File: src/rtl/id_ex_operand_stage.sv
// id_ex_operand_stage: ID/EX pipeline register with operand forwarding, ALU operand select and load-use detection
module id_ex_operand_stage #(
    parameter int DW = 32,
    parameter int RW = 5,
    parameter int AOP_W = 4
) (
    input  logic             CLK,
    input  logic             RST,
    input  logic             en,
    input  logic             flush,
    input  logic             id_valid,
    input  logic [DW-1:0]    id_rs_data,
    input  logic [DW-1:0]    id_rt_data,
    input  logic [RW-1:0]    id_rs_addr,
    input  logic [RW-1:0]    id_rt_addr,
    input  logic             id_uses_rs,
    input  logic             id_uses_rt,
    input  logic [15:0]      id_imm,
    input  logic [4:0]       id_shamt,
    input  logic [AOP_W-1:0] id_aluop,
    input  logic [1:0]       id_alusrc,
    input  logic             id_shift,
    input  logic [RW-1:0]    id_wsel,
    input  logic             id_regwen,
    input  logic             id_memread,
    input  logic             id_memwrite,
    input  logic             exmem_regwen,
    input  logic [RW-1:0]    exmem_wsel,
    input  logic [DW-1:0]    exmem_data,
    input  logic             memwb_regwen,
    input  logic [RW-1:0]    memwb_wsel,
    input  logic [DW-1:0]    memwb_data,
    output logic             ex_valid,
    output logic [DW-1:0]    ex_portA,
    output logic [DW-1:0]    ex_portB,
    output logic [AOP_W-1:0] ex_aluop,
    output logic [DW-1:0]    ex_store_data,
    output logic [RW-1:0]    ex_wsel,
    output logic             ex_regwen,
    output logic             ex_memread,
    output logic             ex_memwrite,
    output logic             load_use_stall
);
    logic             valid;
    logic [DW-1:0]    rs_data;
    logic [DW-1:0]    rt_data;
    logic [RW-1:0]    rs_addr;
    logic [RW-1:0]    rt_addr;
    logic [15:0]      imm;
    logic [4:0]       shamt;
    logic [AOP_W-1:0] aluop;
    logic [1:0]       alusrc;
    logic             shift;
    logic [RW-1:0]    wsel;
    logic             regwen;
    logic             memread;
    logic             memwrite;
    logic [DW-1:0]    fwd_rs;
    logic [DW-1:0]    fwd_rt;

    // pipeline register: reset clears, flush bubbles even while held, en advances
    always_ff @(posedge CLK) begin
        if (RST) begin
            valid    <= 1'b0;
            rs_data  <= '0;
            rt_data  <= '0;
            rs_addr  <= '0;
            rt_addr  <= '0;
            imm      <= '0;
            shamt    <= '0;
            aluop    <= '0;
            alusrc   <= '0;
            shift    <= 1'b0;
            wsel     <= '0;
            regwen   <= 1'b0;
            memread  <= 1'b0;
            memwrite <= 1'b0;
        end else if (flush) begin
            valid    <= 1'b0;
            regwen   <= 1'b0;
            memread  <= 1'b0;
            memwrite <= 1'b0;
        end else if (en) begin
            valid    <= id_valid;
            rs_data  <= id_rs_data;
            rt_data  <= id_rt_data;
            rs_addr  <= id_rs_addr;
            rt_addr  <= id_rt_addr;
            imm      <= id_imm;
            shamt    <= id_shamt;
            aluop    <= id_aluop;
            alusrc   <= id_alusrc;
            shift    <= id_shift;
            wsel     <= id_wsel;
            regwen   <= id_regwen;
            memread  <= id_memread;
            memwrite <= id_memwrite;
        end
    end

    // forwarding, EX/MEM before MEM/WB, re-evaluated every cycle so held instructions see advancing producers
    always_comb begin
        fwd_rs = (exmem_regwen && exmem_wsel != '0 && exmem_wsel == rs_addr) ? exmem_data :
                 (memwb_regwen && memwb_wsel != '0 && memwb_wsel == rs_addr) ? memwb_data : rs_data;
        fwd_rt = (exmem_regwen && exmem_wsel != '0 && exmem_wsel == rt_addr) ? exmem_data :
                 (memwb_regwen && memwb_wsel != '0 && memwb_wsel == rt_addr) ? memwb_data : rt_data;
    end

    // ALU operands, gated control and load-use request
    always_comb begin
        ex_valid       = valid;
        ex_aluop       = aluop;
        ex_wsel        = wsel;
        ex_regwen      = regwen & valid;
        ex_memread     = memread & valid;
        ex_memwrite    = memwrite & valid;
        ex_store_data  = fwd_rt;
        ex_portA       = shift ? {{(DW-5){1'b0}}, shamt} : fwd_rs;
        ex_portB       = (alusrc == 2'b00) ? fwd_rt :
                         (alusrc == 2'b01) ? {{(DW-16){imm[15]}}, imm} :
                         (alusrc == 2'b10) ? {{(DW-16){1'b0}}, imm} : {imm, {(DW-16){1'b0}}};
        load_use_stall = valid & memread & (wsel != '0) &
                         ((id_valid & id_uses_rs & (id_rs_addr == wsel)) |
                          (id_valid & id_uses_rt & (id_rt_addr == wsel)));
    end
endmodule
File: config.mk
export PLATFORM = sky130hd
export DESIGN_NAME = id_ex_operand_stage
export DESIGN_NICKNAME = d
export VERILOG_FILES = /design/src/rtl/id_ex_operand_stage.sv
export SDC_FILE = /design/constraint.sdc
export NUM_CORES = 1
export LEC_CHECK = 0
export CAP_MARGIN = 20
export CORE_UTILIZATION = 45
export DETAILED_ROUTE_END_ITERATION = 6
export PLACE_DENSITY = 0.87
export SETUP_SLACK_MARGIN = 0.15
export SYNTH_ARGS = -nofsm -noshare
export SYNTH_HDL_FRONTEND = slang
export SYNTH_SLANG_ARGS = --single-unit
File: constraint.sdc
create_clock -name CLK -period 7.2 [get_ports CLK]
set_input_delay 1.44 -clock CLK [delete_from_list [all_inputs] [get_ports CLK]]
set_output_delay 1.44 -clock CLK [all_outputs]
set_load 0.01 [all_outputs]
==> flow_summary.toml <==
[timing]
fin_crit_ns = 6.22
whs_ns = 0.456
drv_slew = 0
fin_worst_skew_ns = 0
grt_setup_unrepaired = "false"
fmax_mhz = 161
period_share = 0.864
finalHoldViolCount = 0
tns_ns = 0
relSlewSlack = 0.217
setup_viol = 0
worstMarginPinSlew_ns = 1.17

[global_routing]
first_global_vias = 7078
antenna_found_initial = 1
grt_pass1_wl_mm = 37.0
grt.busiest_layer = "met2"
grt.total_usage = 0.321
grt_max_degree = 65
use_met1 = 0.402
grt-ovfl-total = 0
grtUsageMet3 = 0.0599
use_met2 = 0.534

[place]
place_congestion = 0.925
dpl.hpwl_mm = 17.9
port-buffer-count = 302

[clocking]
clk_pin_slew_ns = 0.07
cts_tree = "yes"
cts_setup_buffers = 0
cts_max_path_buffers = 2
cts.sinks = 111
cts_buffers = 9
h-tree-depth = 3
clk_latency_ns = 0.35
root_buffer = "clkbuf_16"
holdBufCountCts = 0
cts.repair.resized = 0

[setup_path]
worst_setup_path_end_kind = "output pin"
worstPathArrival_ns = 4.78
crit_start = "exmem_wsel[1]"
startpoint_type = "input port"
path_cells = "clkdlybuf4s50_1 -> or4_1 -> o211ai_1 -> nor4b_4 -> buf_4 -> nand2b_1 -> buf_4 -> o21ai_1 -> clkdlybuf4s50_1"
cp_slowest_cell = "clkdlybuf4s50_1"
path_delay_family = "buffers and inverters"
worstPathRequired_ns = 5.76
crit_buf_inv = 4
slowest_delay_ns = 0.58
crit_fanout = 33
r2r-start = "shift$_SDFFE_PP0P_"
crit_type = "input port to output pin"

[final_layout]
final_common_cell = "clkdlybuf4s50_1"
drive_gt1_frac = 0.0626
areaGrowthSynthToFinish_pct = 51.7
final_cell_mix = "clkdlybuf4s50_1, nand2_1, a21oi_1, dfxtp_1, mux2i_1"
finish.net_count = 1307

[synthesis]
synth_top_area_share = 0.341
yosysTopAreaCell = "dfxtp_1"
yosysWarningCount = 0
synth_nets = 1056
synth_cell_type_count = 37
synth_area_mm2 = 0.00651
seq_area_frac_synth = 0.341
synth_area_leaders = "dfxtp_1, nand2_1, a21oi_1"
syn-mean-instance-area_um2 = 7.54
ys_ff_latch = 111
netlist_instances = 863

[power_and_ir_drop]
ir_drop_uv = 99.8
total_power_uw = 1590
power-per-cell-area_mw_per_mm2 = 161
leakage_uw = 0.00354

[drt]
wl_per_cell_um = 18.8
drtIter0Drc = 612
drt-total-wl_mm = 24.4
ant_nets = 0
drc = 0
dr.pass1.iters = 6
vias = 7474
drt-vias-per-instance = 5.75

[floorplan]
initial_core_util = 0.465
fp.dieH_um = 122
die_w_um = 122
die_area_mm2 = 0.0150
num_rows = 43
coreArea_mm2 = 0.0140
io_pins = 303

[flow_run]
max_cap_viol_count = 0

[worst_hold_path]
holdCritStartpoint = "rt_data[12]$_SDFFE_PP0P_"
hold_class = "flop to flop"

[run_status]
outcome = "complete, no violations"
## registers in the layout, indices dropped and copies added, names as in the netlist
signal / count
rs_data: 32
rt_data: 32
imm: 16
ex_wsel: 5
rs_addr: 5
rt_addr: 5
shamt: 5
ex_aluop: 4
alusrc: 2
ex_valid: 1
memread: 1
memwrite: 1
regwen: 1
shift: 1
## cell usage after synthesis
| master | number |
|---|---|
| buf_6 | 3 |
| a211oi_4 | 1 |
| nand2_1 | 220 |
| clkbuf_1 | 51 |
| or4_1 | 4 |
| nor4_1 | 3 |
| nand3_1 | 2 |
| a211oi_2 | 25 |
| nand2b_1 | 2 |
| a211o_1 | 1 |
| o21ai_0 | 1 |
| and2_1 | 3 |
| a211oi_1 | 2 |
| buf_2 | 8 |
| a32oi_1 | 32 |
| xor2_1 | 16 |
| o221ai_1 | 5 |
| buf_4 | 5 |
| buf_1 | 9 |
| mux2i_1 | 63 |
| nor4b_2 | 1 |
| a21oi_1 | 140 |
| nor3_1 | 4 |
| o21ba_2 | 5 |
| or3_1 | 1 |
| nor2_1 | 61 |
| xnor2_2 | 1 |
| nand4_1 | 7 |
| a21o_1 | 15 |
| o211ai_1 | 1 |
| inv_1 | 6 |
| nor4_4 | 1 |
| dfxtp_1 | 111 |
| xnor2_1 | 13 |
| o21ai_1 | 33 |
| a22o_1 | 5 |
| nor2b_1 | 2 |
## per-layer routing
layer | vias up | part of all wire
met5 | - | 0
met2 | 362 | 0.48
li1 | 3535 | -
met3 | 52 | 0.080
met4 | 0 | 0.032
met1 | 3525 | 0.41
## where the power goes
group	internal, uW	switching (uW)
sequential	642	29.1
combinational	221	177
clock	298	223
## cell families after synthesis
kind of cell / after synthesis / share of synthesized area
and+or+nand+nor: 311 / 0.194
AOI/OAI and AO/OA: 266 / 0.271
DFF: 111 / 0.341
buffers and inverters: 82 / 0.0551
muxes: 63 / 0.0968
xor gates and xnor gates: 30 / 0.0415
## worst reg2reg max path, delay by kind of cell (launching register included)
| kind | cells | cell delay [ns] |
|---|---|---|
| compound gates | 1 | 0.17 |
| flops | 1 | 1.11 |
| simple gates | 1 | 0.10 |
## path summary, 6_finish.rpt
check                                                 to  slack (ns)  cells past startpoint
worst min register to register  rt_data[12]$_SDFFE_PP0P_        0.46                      2
worst max register to register        shift$_SDFFE_PP0P_        5.75                      2
worst min-delay path            rt_data[12]$_SDFFE_PP0P_        0.46                      2
worst max-delay path                        ex_portB[13]        0.98                      9
## through the flow
step | instance area [um2] | cells | setup WS [ns] | util
floorplan | 6510 | 863 | 2.83 | -
global placement | 9550 | 1282 | 1.11 | 0.683
detailed placement | 9550 | 1282 | 1.01 | 0.683
CTS | 9860 | 1298 | 0.998 | 0.705
global route | 9880 | 1299 | 0.810 | 0.706
finish | 9880 | 1300 | 0.983 | 0.706
## area by class of cell
cell class                 instances  area, um2
timing repair buffer             316       3140
antenna                            1       2.50
tap                              180        225
multi-input combinational        670       3960
fill                            1143       4110
clock buffer                      13        270
sequential                       111       2220
clock inverter                     3       40.0
inverter                           6       22.5
Note: power is estimated with default switching activity, not from simulation.
